==> src/rtl/otter_pkg.sv <==
// otter_pkg: shared types for the OTTER memory arbiter slice.
// Holds requester ids, arbiter FSM states and the latched memory command.
package otter_pkg;

    localparam int OTTER_ADDR_W = 32;
    localparam int OTTER_DATA_W = 32;
    localparam int OTTER_BE_W   = OTTER_DATA_W / 8;

    typedef enum logic [1:0] {
        REQ_IF,
        REQ_DATA,
        REQ_DBG
    } mem_req_id_t;

    typedef enum logic [1:0] {
        ARB_IDLE,
        ARB_BUSY,
        ARB_RESP
    } arb_state_t;

    typedef struct packed {
        logic                    we;
        logic [OTTER_ADDR_W-1:0] addr;
        logic [OTTER_DATA_W-1:0] wdata;
        logic [OTTER_BE_W-1:0]   be;
    } mem_cmd_t;

    // Saturating 4-bit increment used by the IF starvation counter.
    function automatic logic [3:0] sat_inc4(
        input logic [3:0] v,
        input logic [3:0] lim
    );
        return (v >= lim) ? lim : v + 4'd1;
    endfunction

endpackage

==> src/rtl/otter_arb_pick.sv <==
// otter_arb_pick: combinational fixed-priority picker, DBG > DATA > IF.
// Ports: if_req/data_req/dbg_req, promote_if in; grant_valid, grant_id out.
module otter_arb_pick
    import otter_pkg::*;
(
    input  logic        if_req,
    input  logic        data_req,
    input  logic        dbg_req,
    input  logic        promote_if,
    output logic        grant_valid,
    output mem_req_id_t grant_id
);

    // promote_if is only ever set while if_req is high, so the final
    // branch always names a live requester when grant_valid is set.
    always_comb begin
        grant_valid = if_req | data_req | dbg_req;
        grant_id    = REQ_IF;
        if (dbg_req) begin
            grant_id = REQ_DBG;
        end else if (data_req && !promote_if) begin
            grant_id = REQ_DATA;
        end else begin
            grant_id = REQ_IF;
        end
    end

endmodule

==> src/rtl/otter_mem_arbiter.sv <==
// otter_mem_arbiter: single-outstanding memory arbiter for IF, DATA and DBG.
// Ports: X_REQ/WE/ADDR/WDATA/BE in, X_GNT/X_RVALID, RDATA/RERR out,
//        MEM_* registered command out, MEM_ACK/RDATA/ERR in, BUSY out.
module otter_mem_arbiter
    import otter_pkg::*;
#(
    parameter int ADDR_W   = 32,
    parameter int DATA_W   = 32,
    parameter int MAX_SKIP = 4,
    parameter int TIMEOUT  = 255
) (
    input  logic                CLK,
    input  logic                RST_N,

    input  logic                IF_REQ,
    input  logic                IF_WE,
    input  logic [ADDR_W-1:0]   IF_ADDR,
    input  logic [DATA_W-1:0]   IF_WDATA,
    input  logic [DATA_W/8-1:0] IF_BE,
    output logic                IF_GNT,
    output logic                IF_RVALID,

    input  logic                DATA_REQ,
    input  logic                DATA_WE,
    input  logic [ADDR_W-1:0]   DATA_ADDR,
    input  logic [DATA_W-1:0]   DATA_WDATA,
    input  logic [DATA_W/8-1:0] DATA_BE,
    output logic                DATA_GNT,
    output logic                DATA_RVALID,

    input  logic                DBG_REQ,
    input  logic                DBG_WE,
    input  logic [ADDR_W-1:0]   DBG_ADDR,
    input  logic [DATA_W-1:0]   DBG_WDATA,
    input  logic [DATA_W/8-1:0] DBG_BE,
    output logic                DBG_GNT,
    output logic                DBG_RVALID,

    output logic [DATA_W-1:0]   RDATA,
    output logic                RERR,

    output logic                MEM_REQ,
    output logic                MEM_WE,
    output logic [ADDR_W-1:0]   MEM_ADDR,
    output logic [DATA_W-1:0]   MEM_WDATA,
    output logic [DATA_W/8-1:0] MEM_BE,
    input  logic                MEM_ACK,
    input  logic [DATA_W-1:0]   MEM_RDATA,
    input  logic                MEM_ERR,

    output logic                BUSY
);

    localparam logic [3:0] SKIP_MAX = 4'(MAX_SKIP);
    localparam logic [7:0] TO_LAST  = 8'(TIMEOUT - 1);

    arb_state_t        state_q;
    arb_state_t        state_d;
    mem_req_id_t       owner_q;
    mem_req_id_t       grant_id;
    mem_cmd_t          cmd_q;
    mem_cmd_t          cmd_sel;
    logic              mem_req_q;
    logic [3:0]        skip_q;
    logic [7:0]        to_cnt_q;
    logic [DATA_W-1:0] rdata_q;
    logic              rerr_q;

    logic              arb_open;
    logic              grant_valid;
    logic              grant;
    logic              promote_if;
    logic              to_hit;
    logic              in_busy;
    logic              in_resp;
    logic              if_we_unused;

    // Fetch is read-only; its WE input carries no meaning here.
    assign if_we_unused = IF_WE;

    assign in_busy    = (state_q == ARB_BUSY);
    assign in_resp    = (state_q == ARB_RESP);
    assign arb_open   = (state_q == ARB_IDLE) || in_resp;
    assign promote_if = IF_REQ && (skip_q == SKIP_MAX);
    assign grant      = arb_open && grant_valid;

    // The counter holds the number of BUSY cycles already spent, so the
    // last allowed cycle is TIMEOUT-1; an ACK in that cycle still wins.
    assign to_hit = in_busy && !MEM_ACK && (to_cnt_q == TO_LAST);

    otter_arb_pick u_pick (
        .if_req      (IF_REQ),
        .data_req    (DATA_REQ),
        .dbg_req     (DBG_REQ),
        .promote_if  (promote_if),
        .grant_valid (grant_valid),
        .grant_id    (grant_id)
    );

    always_comb begin
        cmd_sel = '0;
        unique case (grant_id)
            REQ_DBG: begin
                cmd_sel.we    = DBG_WE;
                cmd_sel.addr  = DBG_ADDR;
                cmd_sel.wdata = DBG_WDATA;
                cmd_sel.be    = DBG_BE;
            end
            REQ_DATA: begin
                cmd_sel.we    = DATA_WE;
                cmd_sel.addr  = DATA_ADDR;
                cmd_sel.wdata = DATA_WDATA;
                cmd_sel.be    = DATA_BE;
            end
            default: begin
                cmd_sel.we    = 1'b0;
                cmd_sel.addr  = IF_ADDR;
                cmd_sel.wdata = IF_WDATA;
                cmd_sel.be    = IF_BE;
            end
        endcase
    end

    always_comb begin
        state_d = state_q;
        unique case (state_q)
            ARB_IDLE: begin
                if (grant) begin
                    state_d = ARB_BUSY;
                end
            end
            ARB_BUSY: begin
                if (MEM_ACK || to_hit) begin
                    state_d = ARB_RESP;
                end
            end
            ARB_RESP: begin
                state_d = grant ? ARB_BUSY : ARB_IDLE;
            end
            default: begin
                state_d = ARB_IDLE;
            end
        endcase
    end

    always_ff @(posedge CLK or negedge RST_N) begin
        if (!RST_N) begin
            state_q <= ARB_IDLE;
        end else begin
            state_q <= state_d;
        end
    end

    always_ff @(posedge CLK or negedge RST_N) begin
        if (!RST_N) begin
            mem_req_q <= 1'b0;
            cmd_q     <= '0;
            owner_q   <= REQ_IF;
        end else begin
            mem_req_q <= (state_d == ARB_BUSY);
            if (grant) begin
                cmd_q   <= cmd_sel;
                owner_q <= grant_id;
            end
        end
    end

    always_ff @(posedge CLK or negedge RST_N) begin
        if (!RST_N) begin
            to_cnt_q <= '0;
        end else if (grant) begin
            to_cnt_q <= '0;
        end else if (in_busy && !MEM_ACK) begin
            to_cnt_q <= to_cnt_q + 8'd1;
        end
    end

    always_ff @(posedge CLK or negedge RST_N) begin
        if (!RST_N) begin
            rdata_q <= '0;
            rerr_q  <= 1'b0;
        end else if (in_busy) begin
            if (MEM_ACK) begin
                rdata_q <= MEM_RDATA;
                rerr_q  <= MEM_ERR;
            end else if (to_hit) begin
                rdata_q <= '0;
                rerr_q  <= 1'b1;
            end
        end
    end

    // skip_q counts grants IF lost while it was asking; any gap in
    // IF_REQ forgives the history.
    always_ff @(posedge CLK or negedge RST_N) begin
        if (!RST_N) begin
            skip_q <= '0;
        end else if (!IF_REQ) begin
            skip_q <= '0;
        end else if (grant) begin
            if (grant_id == REQ_IF) begin
                skip_q <= '0;
            end else begin
                skip_q <= sat_inc4(skip_q, SKIP_MAX);
            end
        end
    end

    assign IF_GNT      = grant && (grant_id == REQ_IF);
    assign DATA_GNT    = grant && (grant_id == REQ_DATA);
    assign DBG_GNT     = grant && (grant_id == REQ_DBG);

    assign IF_RVALID   = in_resp && (owner_q == REQ_IF);
    assign DATA_RVALID = in_resp && (owner_q == REQ_DATA);
    assign DBG_RVALID  = in_resp && (owner_q == REQ_DBG);

    assign RDATA       = rdata_q;
    assign RERR        = rerr_q;

    assign MEM_REQ     = mem_req_q;
    assign MEM_WE      = mem_req_q && cmd_q.we;
    assign MEM_ADDR    = cmd_q.addr;
    assign MEM_WDATA   = cmd_q.wdata;
    assign MEM_BE      = cmd_q.be;

    assign BUSY        = (state_q != ARB_IDLE);

endmodule
==> config.mk <==
export PLATFORM = sky130hd
export DESIGN_NAME = otter_mem_arbiter
export DESIGN_NICKNAME = d
export VERILOG_FILES = /design/src/rtl/otter_pkg.sv /design/src/rtl/otter_arb_pick.sv /design/src/rtl/otter_mem_arbiter.sv
export SDC_FILE = /design/constraint.sdc
export NUM_CORES = 1
export LEC_CHECK = 0
export BUFFER_PORTS_ARGS = -buffer_cell sky130_fd_sc_hd__buf_2
export CAP_MARGIN = 20
export CORE_AREA = 2 2 139 141
export CTS_CLUSTER_SIZE = 12
export DETAILED_ROUTE_END_ITERATION = 10
export DIE_AREA = 0 0 141 143
export GPL_TIMING_DRIVEN = 0
export PLACE_DENSITY_LB_ADDON = 0.3
export SETUP_SLACK_MARGIN = 0.05
export SYNTH_ARGS = -nofsm -noshare
export SYNTH_HDL_FRONTEND = slang
export SYNTH_SLANG_ARGS = --single-unit
export TNS_END_PERCENT = 5
==> constraint.sdc <==
create_clock -name CLK -period 1.5 [get_ports CLK]
set_input_delay 0.15 -clock CLK [delete_from_list [all_inputs] [get_ports CLK]]
set_output_delay 0.15 -clock CLK [all_outputs]
set_load 0.03 [all_outputs]
==> Word-level counts from Yosys, hierarchy flattened <==
Index checks and enable logic that the tools add are counted.
{ "word_totals": {"reg_bits": 119, "in_bits": 246, "word_cells": 66} }
{ "classes": {"addsub": 2, "order_cmp": 1, "n_eq_ne": 10, "reduce_logical": 23, "bitwise_logic": 2, "n_mux": 17} }
{ "op_table": {"columns": ["op", "n"], "rows": [
  ["$pmux 69 s2", 1],
  ["$mux 32", 2],
  ["$mux 4", 4],
  ["$mux 8", 2],
  ["$logic_and 1x1->1", 12],
  ["$add 8x1->8 const B", 1],
  ["$eq 2x1->1 const B", 4],
  ["$eq 8x8->1 const B", 1],
  ["$eq 2x2->1 const B", 3],
  ["$logic_not 2->1", 3],
  ["$mux 2", 3],
  ["$pmux 2 s3", 1],
  ["$reduce_bool 2->1", 3],
  ["$add 4x1->4 const B", 1],
  ["$eq 4x3->1 const B", 1],
  ["$ge 4x3->1 const B", 1],
  ["$mux 1", 4],
  ["$logic_not 1->1", 2],
  ["$logic_or 1x1->1", 2],
  ["$ne 2x1->1 const B", 1],
  ["$or 1x1->1", 2],
  ["$reduce_and 2->1", 1]
]} }

==> Longest topological paths before layout <==
{ "depth": {"ltp_word": 10, "mapped_depth": 8, "ltp_nobuf": 7} }

==> By module <==
A second synthesis with hierarchy kept.
{ "hier_totals": {"hier_cells": 705, "area_unflattened_um2": 6685.2} }
{ "by_module_without_submodules": {"columns": ["module", "instances", "cells_per_inst", "seq_area_each_um2", "area_each_um2"], "rows": [
  ["otter_mem_arbiter", 1, 702, 2977.9, 6663.9],
  ["otter_arb_pick", 1, 3, 0.0, 21.3]
]} }

==> Worst setup path before layout <==
Ideal clock, no wire load.
{ "synth_path": {"path_type": "reg-to-output", "from": "register state_q[0]", "to": "output port IF_RVALID", "t_arrival_ns": 1.672, "setup_slack_ns": -0.322, "stages_incl_launch_ff": 3, "t_required_ns": 1.350, "cell_sequence": "dfrtp_1 buf_2 nor4b_1"} }
{ "synth_via": {"elab_chain_len": 2} }
{ "synth_rtl": {"columns": ["element", "line", "text"], "rows": [
  ["from (decl)", "otter_mem_arbiter.sv:57", "arb_state_t state_q;"],
  ["from (signal assigned)", "otter_mem_arbiter.sv:150", "state_q <= state_d;"],
  ["$eq 2x2->1", "otter_mem_arbiter.sv:82", "assign in_resp = (state_q == ARB_RESP);"],
  ["$logic_and 1x1->1", "otter_mem_arbiter.sv:213", "assign IF_RVALID = in_resp && (owner_q == REQ_IF);"],
  ["to (decl)", "otter_mem_arbiter.sv:21", "output logic IF_RVALID,"]
]} }
Every way passes these cells.

==> Worst setup path in the final report <==
{ "layout_path": {"from": "register skip_q[0]", "to": "output port DATA_GNT"} }
{ "layout_via": {"elab_chain_len": 8} }
{ "layout_rtl": {"columns": ["element", "line", "text"], "rows": [
  ["from (decl)", "otter_mem_arbiter.sv:64", "logic [3:0] skip_q;"],
  ["from (signal assigned)", "otter_mem_arbiter.sv:204", "skip_q <= sat_inc4(skip_q, SKIP_MAX);"],
  ["$eq 4x3->1", "otter_mem_arbiter.sv:84", "assign promote_if = IF_REQ && (skip_q == SKIP_MAX);"],
  ["$logic_and 1x1->1", "otter_mem_arbiter.sv:84", null],
  ["$logic_not 1->1", "otter_arb_pick.sv:21", "end else if (data_req && !promote_if) begin"],
  ["$logic_and 1x1->1", "otter_arb_pick.sv:21", null],
  ["$mux 1", "otter_arb_pick.sv:21", null],
  ["$mux 2", "otter_arb_pick.sv:19", "if (dbg_req) begin"],
  ["$eq 2x1->1", "otter_mem_arbiter.sv:210", "assign DATA_GNT = grant && (grant_id == REQ_DATA);"],
  ["$logic_and 1x1->1", "otter_mem_arbiter.sv:210", null],
  ["to (decl)", "otter_mem_arbiter.sv:28", "output logic DATA_GNT,"]
]} }
Every way passes these cells.

==> metrics.md <==
| Metric | Value |
|---|---|
| Vias per inst | `4.775` |
| Fin. Hold Viols | `0` |
| Area contributors post-synth | `dfrtp_1 47%, buf_4 8.3%, mux2i_1 8.1%, a22o_1 5.4%, mux2_2 3.9%` |
| Max-capacitance violation count | `0` |
| CTS max path bufs | `2` |
| Initial antenna violation count | `1` |
| Layout net count | `about 1300` |
| Post-synthesis register bit count | `around 120` |
| Via count | `6255` |
| Drt initial violations | `235` |
| Worst setup EP type | `output port` |
| Slew Viols, Final | `0` |
| H-Tree Depth | `4` |
| Clk slew on worst S/H paths | `60 ps` |
| Seq/Total Area, Yosys | `47.18%` |
| Crit path time final | `1819 ps` |
| Metal3 WL | `between 1000 and 1500 um` |
| Syn. warnings | `0` |
| WP data required | `1350 ps` |
| Met1 wire length | `8991 um` |
| Die width | `141 um` |
| Reg2reg end | `MEM_ADDR[9]` |
| Core Area | `~19000 um2` |
| Worst Hold End | `MEM_WDATA[18]` |
| # DRC | `0` |
| Syn nets | `roughly 850` |
| Actual slew at the worst max-slew pin | `565.3 ps` |
| Vias in the first global route | `6391` |
| Period utilization | `121.3%` |
| Combined area of the multi-input logic cells | `2770 um2` |
| WL met2 | `11250 um` |
| TNS Setup | `-13910 ps` |
| Final WL | `approximately 22000 um` |
| IO buf count | `353` |
| Syn_area_per_cell | `10.56 um2` |
| Post-synthesis cell area | `6312 um2` |
| TritonCTS Sinks | `roughly 120` |
| Detail Route Antenna Nets | `0` |
| Critical path fanouts, max | `2` |
| Max Fclk | `549.7 MHz` |
| Initial Util | `around a third` |
| Syn Inst Count | `598` |
| HPWL after detailed placement | `15740 um` |
| Clock Latency Late Sink | `400 ps` |
| Die ar. | `slightly above 20000 um2` |
| Filler instances | `1640` |
| Area leader, netlist | `dfrtp_1` |
| Leakage | `between 5 and 6 nW` |
| Setup repair after global routing missed its margin | `yes` |
| Hold Path Class | `in2reg` |
| Count leader, synth | `dfrtp_1` |
| Layout area overhead | `63.13%` |
| FP Rows | `50` |
| Number of enable flip-flop cells after synthesis | `0` |
| Pre-Repair DR Iteration Count | `5` |
| VDD IR max | `roughly 0.0011 V` |
| Clock tree root driver cell | `clkbuf_16` |
| HP Start | `DBG_WDATA[18]` |
| Synth top cells by count | `119 x dfrtp_1, 70 x buf_4, 55 x nand2_1` |
| Die Y | `143 um` |
| Gr usage total | `21.37%` |
| Global-route wire length before repair | `33310 um` |
| Share of layout cells above drive strength 1 | `a little over half` |
| Gpl congestion | `about 0.8` |
| Run status | `complete, but fails checks` |
| CTS Buf Count | `17` |
| Drt wl/cell | `16.92 um` |
| Largest net degree at the start of global routing | `62` |
| Final setup fails | `108` |
| Pre-CTS WS | `-460.6 ps` |
| CTS tree | `yes` |
| Violated checks | `negative setup slack` |
| Cell Pwr Density | `1925 nW/um2` |
| Highest metal used | `met4` |
| Worst Skew | `8.685 ps` |
| Synth unique cells | `46` |
| Worst R2R Start | `skip_q[0]` |
| Async set-reset flop share out of synthesis | `100.0%` |
| Crit path arrival time | `1670 ps` |
| Reg2reg setup slack | `-290 ps` |
| Hold Path Stages | `3` |
| Predominant post-synthesis flop cell | `dfrtp_1` |
| Total grt overflow | `0` |
| CP startpoint kind | `register` |
| I/O Pins | `356` |
| Seq. cell area | `2980 um2` |
| R2r worst-path depth | `8` |
| Post-synth top area share | `47.18%` |
| Rel. slew slack | `61.34%` |
| Worst Setup Slack, final | `-319.1 ps` |
| Setup CP Type | `reg2out` |
[registers in the layout, indices dropped and copies added, names as in the netlist]
signal and flops:
owner_q 2, skip_q 4, MEM_ADDR 32, MEM_REQ 1, RERR 1, cmd_q 1, MEM_WDATA 32, state_q 2
to_cnt_q 8, RDATA 32, MEM_BE 4
[repair_timing]
item                                    4_1_cts  5_1_grt
endpoints found under the setup margin      122      119
resized for setup                            94       59
pin swaps                                     6       16
setup buffers                                10        9
cloned                                        0        2
hold buffers                                 70        0
endpoints found under the hold margin       122        0
[report_power, final]
part	switching [mW]	internal, mW
combinational	6.06	4.43
sequential	0.893	4.67
clock	1.44	2.34
[placed cells by master, fill, tap and decap left out, types with 5 or more instances in the layout]
master | synthesis | routed
a221o_1 | 7 | 7
a22o_1 | 39 | 39
a22oi_1 | 12 | 10
a31oi_1 | 12 | 11
and2_1 | 13 | 13
buf_12 | 0 | 6
buf_2 | 20 | 355
buf_4 | 70 | 83
buf_6 | 4 | 21
buf_8 | 0 | 6
clkbuf_1 | 17 | 10
clkbuf_16 | 0 | 19
clkinv_2 | 0 | 5
dfrtp_1 | 119 | 117
dlygate4sd3_1 | 0 | 70
inv_1 | 6 | 5
mux2_2 | 22 | 22
mux2i_1 | 51 | 44
mux2i_2 | 0 | 5
nand2_1 | 55 | 52
nand3_1 | 30 | 29
nor2_1 | 13 | 10
o211ai_1 | 28 | 28
o21ai_1 | 1 | 30
[cell type report]
cell class | instances | area share [%]
diodes | 2 | 0.04860
multi-input cells | 361 | 26.90
repair buffers | 445 | 26.96
well taps | 234 | 2.843
inverters | 7 | 0.2552
plain buffers | 111 | 8.785
clock inverters | 9 | 0.7533
clock buffers | 22 | 4.508
flip-flops and latches | 119 | 28.94
[through the flow]
step	total power [mW]	hold WS, ps	instance area, um2	util (%)	instances
global placement	14.99	367.0	8382	45.11	1185
detailed placement	15.09	178.2	8416	45.29	1186
floorplan	12.23	-145.6	6322	-	598
CTS	19.44	0.09290	9967	53.64	1297
finish	19.83	17.53	10300	55.42	1310
global route	21.02	5.736	10290	55.41	1309
[worst max path at each step]
stage,start,end,slack (ps),depth (start not counted)
detailed placement,state_q[0],MEM_WDATA[27],-460,5
global route,skip_q[0],DATA_GNT,-430,6
global placement,RST_N,MEM_ADDR[22],-1350,1
floorplan,state_q[0],DATA_RVALID,-240,2
finish,skip_q[0],DATA_GNT,-320,6
CTS,skip_q[0],DATA_GNT,-390,6
[per-layer routing]
layer	up-vias	GRT usage (%)
met4	0	7.000
li1	3027	-
met3	26	5.131
met1	2921	25.47
met2	281	38.07
met5	-	0
[critical path, stage by stage (launching register included)]
cell and delay, ps:
dfrtp_1 350, inv_2 60, ha_4 150, and4b_2 250, nor4_4 150, buf_4 170, buf_6 130
[cells by family after synthesis]
group                    count (synthesis)  synth area share (%)
buffers and inverters                  118                 12.05
flip-flops                             119                 47.18
XOR/XNOR                                 6                0.8325
AO/OA/AOI/OAI                          143                 16.63
multiplexers                            73                 12.01
AND/OR/NAND/NOR                        135                 10.51
adder cells (fa/ha/maj)                  4                0.7929
No activity file was read; power rests on OpenSTA's default activity.
